## src/rtl/uart_alici_ornekleyici.sv

```systemverilog
// Mid-bit sampling 8N1 UART receiver with a single-entry valid/ready output register.
// Start, data and stop bits are each sampled once, half a bit period after the start edge plus whole bit periods.
module uart_alici_ornekleyici #(
    parameter int DATA_BITS   = 8,
    parameter int SYNC_STAGES = 2
) (
    input  logic                 clk_i,
    input  logic                 rstn_i,
    input  logic                 rx_en_i,
    input  logic [15:0]          baud_div_i,
    input  logic                 rx_i,
    output logic [DATA_BITS-1:0] veri_o,
    output logic                 veri_gecerli_o,
    input  logic                 veri_hazir_i,
    output logic                 cerceve_hatasi_o,
    output logic                 tasma_o,
    output logic                 mesgul_o
);

    localparam int IDX_W = (DATA_BITS > 1) ? $clog2(DATA_BITS) : 1;

    localparam logic [1:0] BOSTA = 2'd0;
    localparam logic [1:0] BASLA = 2'd1;
    localparam logic [1:0] VERI  = 2'd2;
    localparam logic [1:0] DUR   = 2'd3;

    logic [SYNC_STAGES-1:0] sync_q;
    logic                   rx_s;

    logic [1:0]             state_q;
    logic [15:0]            div_q;
    logic [15:0]            cnt_q;
    logic [IDX_W-1:0]       idx_q;
    logic [DATA_BITS-1:0]   shift_q;

    logic [15:0]            baud_eff;
    logic                   sample_tick;
    logic                   stop_sample;
    logic                   deliver;
    logic                   frame_err;
    logic                   take;

    // Synchroniser presets to the idle (high) level so reset never looks like a start bit.
    always_ff @(posedge clk_i or negedge rstn_i) begin
        if (!rstn_i) begin
            sync_q <= '1;
        end else begin
            sync_q <= {sync_q[SYNC_STAGES-2:0], rx_i};
        end
    end

    assign rx_s        = sync_q[SYNC_STAGES-1];
    assign baud_eff    = (baud_div_i < 16'd4) ? 16'd4 : baud_div_i;
    assign sample_tick = (cnt_q == 16'd0);
    assign stop_sample = (state_q == DUR) && rx_en_i && sample_tick;
    assign deliver     = stop_sample && rx_s;
    assign frame_err   = stop_sample && !rx_s;
    assign take        = veri_gecerli_o && veri_hazir_i;
    assign mesgul_o    = (state_q != BOSTA);

    // Frame sequencer; dropping the enable abandons any partial frame silently.
    always_ff @(posedge clk_i or negedge rstn_i) begin
        if (!rstn_i) begin
            state_q <= BOSTA;
            div_q   <= 16'd4;
            cnt_q   <= 16'd0;
            idx_q   <= '0;
            shift_q <= '0;
        end else if ((state_q != BOSTA) && !rx_en_i) begin
            state_q <= BOSTA;
        end else begin
            case (state_q)
                BOSTA: begin
                    if (rx_en_i && !rx_s) begin
                        state_q <= BASLA;
                        div_q   <= baud_eff;
                        cnt_q   <= (baud_eff >> 1) - 16'd1;
                    end
                end
                BASLA: begin
                    if (sample_tick) begin
                        if (!rx_s) begin
                            state_q <= VERI;
                            cnt_q   <= div_q - 16'd1;
                            idx_q   <= '0;
                        end else begin
                            state_q <= BOSTA;
                        end
                    end else begin
                        cnt_q <= cnt_q - 16'd1;
                    end
                end
                VERI: begin
                    if (sample_tick) begin
                        shift_q[idx_q] <= rx_s;
                        cnt_q          <= div_q - 16'd1;
                        if (idx_q == IDX_W'(DATA_BITS - 1)) begin
                            state_q <= DUR;
                        end else begin
                            idx_q <= idx_q + IDX_W'(1);
                        end
                    end else begin
                        cnt_q <= cnt_q - 16'd1;
                    end
                end
                DUR: begin
                    if (sample_tick) begin
                        state_q <= BOSTA;
                    end else begin
                        cnt_q <= cnt_q - 16'd1;
                    end
                end
                default: begin
                    state_q <= BOSTA;
                end
            endcase
        end
    end

    // A byte lands only if the register is empty or being drained this very cycle.
    always_ff @(posedge clk_i or negedge rstn_i) begin
        if (!rstn_i) begin
            veri_o           <= '0;
            veri_gecerli_o   <= 1'b0;
            cerceve_hatasi_o <= 1'b0;
            tasma_o          <= 1'b0;
        end else begin
            cerceve_hatasi_o <= frame_err;
            tasma_o          <= 1'b0;
            if (deliver) begin
                if (!veri_gecerli_o || take) begin
                    veri_o         <= shift_q;
                    veri_gecerli_o <= 1'b1;
                end else begin
                    tasma_o <= 1'b1;
                end
            end else if (take) begin
                veri_gecerli_o <= 1'b0;
            end
        end
    end

endmodule

```

## config.mk

```make
export PLATFORM = sky130hd
export DESIGN_NAME = uart_alici_ornekleyici
export DESIGN_NICKNAME = d
export VERILOG_FILES = /design/src/rtl/uart_alici_ornekleyici.sv
export SDC_FILE = /design/constraint.sdc
export NUM_CORES = 1
export LEC_CHECK = 0
export ABC_AREA = 1
export CAP_MARGIN = 20
export CELL_PAD_IN_SITES_DETAIL_PLACEMENT = 1
export CELL_PAD_IN_SITES_GLOBAL_PLACEMENT = 2
export CORE_ASPECT_RATIO = 1.5
export CORE_MARGIN = 2
export CORE_UTILIZATION = 33
export CTS_CLUSTER_DIAMETER = 100
export CTS_CLUSTER_SIZE = 14
export DETAILED_ROUTE_END_ITERATION = 8
export PLACE_DENSITY = 0.84
export SLEW_MARGIN = 20
export SYNTH_ARGS = -nofsm -noshare
export SYNTH_HDL_FRONTEND = slang
export SYNTH_SLANG_ARGS = --single-unit
```

## constraint.sdc

```tcl
create_clock -name clk_i -period 1.95 [get_ports clk_i]
set_input_delay 0.39 -clock clk_i [delete_from_list [all_inputs] [get_ports clk_i]]
set_output_delay 0.39 -clock clk_i [all_outputs]
set_load 0.005 [all_outputs]
```

==> metrics <==
proportion of power drawn by combinational gates 57.7%; Final Util 49.7%; Vias/cell 5.29; Fillers 1610; Top FF cell, synth dfrtp_1; layout cell share with drive strength beyond 1 31.7%; #FFs+latches synth 58; main combinational cell family by area after synthesis simple AND/OR/NAND/NOR gates; Cells after Synth 613; max_cap viols 0; die footprint 13800 µm²; Clock Power Share 20.4%; Final Max Slew Viols 0; die height 143 µm; core area 12500 µm²; CP max stage delay 230 ps; Final Cycle Share 104%; post-synthesis xor/xnor area fraction 2.89%; DPL Wire Length 12100 µm; WP data required 2200 ps; vias 4879; reg-to-reg startpoint div_q[0]; asr flop ratio synth 100%; Max VDD drop 584 µV; IO Pins 33; Post-synth EDFFs 0; Power Density 1400 nW/µm²; Cell Chain, Critical Path clkdlybuf4s15_1, nor2_2, nand2_2, nor2_4, nor2_4, inv_2, ha_4, nand4_1, nor2_2, buf_4, nand4_1, nand2_1, a21oi_1, a21boi_1; Simple-Gate Fraction of Synth Area 37.8%; Crit. End Element flip-flop; Detailed Routing Iterations Pass 1 4; first-pass GRT wire length 25900 µm; GR Overflow Total 0; TritonCTS clock tree yes; Crit path max-delay family simple AND/OR/NAND/NOR gates; internal reg-to-reg setup slack -10 ps; std cell rows 50; # H-tree levels 3; Remaining DRCs 0; P_int 4.59 mW; Critical path buffers and inverters 3; Synth Area in Adders 2.95%; number of DRC markers in iteration 0 287; worst slew pin tran 498 ps; Critical Path AT 2290 ps; Setup Viol. Count Final 4; Final WS setup -81.7 ps; pin count of the biggest net entering global routing 42; Critical Path Source baud_div_i[3]; gr usage total 24.3%; CP Class input pin to flip-flop; initial antenna violation count 0; Final #Nets 792; Final Skew 6.52 ps; status complete, but fails checks; Slew HR 66.8%; Mean Syn Cell Area 6.93 µm²; count of cell types in the netlist 42; synthesized area 4250 µm²; Highest Clock Rate 492 MHz; Area growth syn-to-layout 46.5%; vias in the first global route 5160; Hold Fails Final Rpt 0; Reg power frac 21.8%; final wirelength 17900 µm; Startpoint Class input pin; Hold Path Class input pin to async pin; Mapped Nets 644; Clock Tree Buf Depth 2; Sink Count 58; RSZ-0062 raised after global routing yes; Psw 4.13 mW; mux share of post-synthesis cell area 0%; dpl ws -808 ps; final worst path period need 2030 ps; Avg WL per Cell 19.4 µm; gpl congestion 0.896; crit path max fanout 4; Skew-Pair Late Insertion Delay 340 ps; TritonCTS buffer count 9; Leak 2.97 nW; sequential cell area fraction in the yosys report 34.3%; Antenna Cells 0; Initial Util 33.9%; failing checks negative setup slack; die width 96.6 µm; Slowest cell on crit path nor2_2; sw frac 47.4%; IO buf count 32; Synth Area in Compound Gates 13.1%; Final ANT Viol Nets 0; Worst-path clk slew 60 ps; # hold bufs at CTS 0; clk root buf clkbuf_16; Synthesis Warnings 0
-- timing repair --
item / CTS / global route
cloned: 0 / 2
setup buffers: 21 / 17
resized for setup: 46 / 89
endpoints found under the setup margin: 20 / 36
pin swaps: 21 / 26
-- layer usage --
layer	up-vias	routed length, µm	global-route usage, %
li1	2261	-	-
met4	0	1300	18.1
met1	2408	6210	23.6
met2	141	9810	46.4
met3	69	562	3.13
met5	-	0	0
-- stage by stage --
stage	power [mW]	instance area (µm²)	setup TNS (ps)	hold WS (ps)	std cells
after floorplan	4.54	4270	-0.669	94.4	613
after global placement	6.06	5310	-5700	348	866
after detailed placement	6.22	5310	-7030	348	866
after CTS	8.20	5850	0	21.3	903
after global routing	9.25	6220	-1040	44.6	922
final	8.71	6220	-116	15.8	922
-- logic make-up after synthesis --
family                   count (synthesis)
AO/OA/AOI/OAI                           96
XOR/XNOR                                14
adder cells (fa/ha/maj)                 10
buffers and inverters                   91
flip-flops                              58
AND/OR/NAND/NOR                        344
-- power groups by stage --
| stage | Sequential [mW] | Combinational (mW) | Clock [mW] |
|---|---|---|---|
| CTS | 1.89 | 4.51 | 1.80 |
| floorplan | 1.85 | 2.69 | 0 |
| detailed placement | 1.91 | 4.31 | 0 |
| global route | 1.94 | 5.47 | 1.85 |
| global placement | 1.89 | 4.17 | 0 |
| finish | 1.90 | 5.03 | 1.78 |
-- layout by cell type, fill, tap and decap left out, drive strengths merged, types with 3 or more instances in the layout --
master | Yosys | routed
o21bai | 3 | 3
a21oi | 17 | 17
clkbuf | 4 | 14
dfstp | 3 | 3
nor3 | 9 | 9
nor2 | 75 | 75
clkinv | 2 | 4
o211ai | 5 | 5
inv | 77 | 78
xnor2 | 4 | 4
nand4 | 3 | 3
dfrtp | 55 | 55
o21ai | 69 | 69
nand3 | 63 | 65
buf | 8 | 123
ha | 10 | 10
nand2 | 187 | 187
xor2 | 10 | 10
clkdlybuf4s50 | 0 | 17
-- synthesized netlist by cell type (3+ instances only) --
cell type / number / area, µm²
nand3_4: 4 / 70.1
nand3_2: 3 / 30.0
clkbuf_1: 4 / 15.0
nand2_2: 4 / 25.0
o21ai_2: 10 / 87.6
xor2_1: 10 / 87.6
nand2_1: 181 / 679
dfstp_2: 3 / 78.8
nor2_1: 64 / 240
o211ai_1: 4 / 30.0
ha_1: 10 / 125
buf_6: 4 / 45.0
inv_1: 74 / 278
nor2_2: 4 / 25.0
nand4_1: 3 / 18.8
o21bai_1: 3 / 22.5
buf_2: 3 / 15.0
nor3_1: 6 / 30.0
dfrtp_1: 55 / 1380
nand3_1: 56 / 280
a21oi_1: 17 / 85.1
xnor2_1: 4 / 35.0
nor2_4: 5 / 56.3
o21ai_1: 14 / 70.1
o21ai_0: 45 / 225
-- final timing paths --
path	endpoint	cells past startpoint
worst min register to register	sync_q[1]	0
max in group asynchronous	div_q[2]	2
worst max-delay path	cnt_q[12]	14
worst max register to register	cnt_q[7]	8
worst min-delay path	idx_q[1]	1
min in group clk_i	sync_q[1]	0
-- final cells by class --
class | count | area (µm²) | share of cell area [%]
well taps | 156 | 195 | 3.14
clock inverters | 7 | 103 | 1.65
flip-flops and latches | 58 | 1460 | 23.4
clock buffers | 9 | 225 | 3.62
inverters | 79 | 309 | 4.97
repair buffers | 147 | 1210 | 19.5
multi-input cells | 466 | 2720 | 43.7
-- registers in the layout, summed over array words and instances, names as in the netlist --
register and flops:
cnt_q 16, div_q 16, shift_q 8, veri_o 8
idx_q 3, state_q 2, sync_q 2, cerceve_hatasi_o 1
tasma_o 1, veri_gecerli_o 1
No activity file was read; power rests on OpenSTA's default activity.
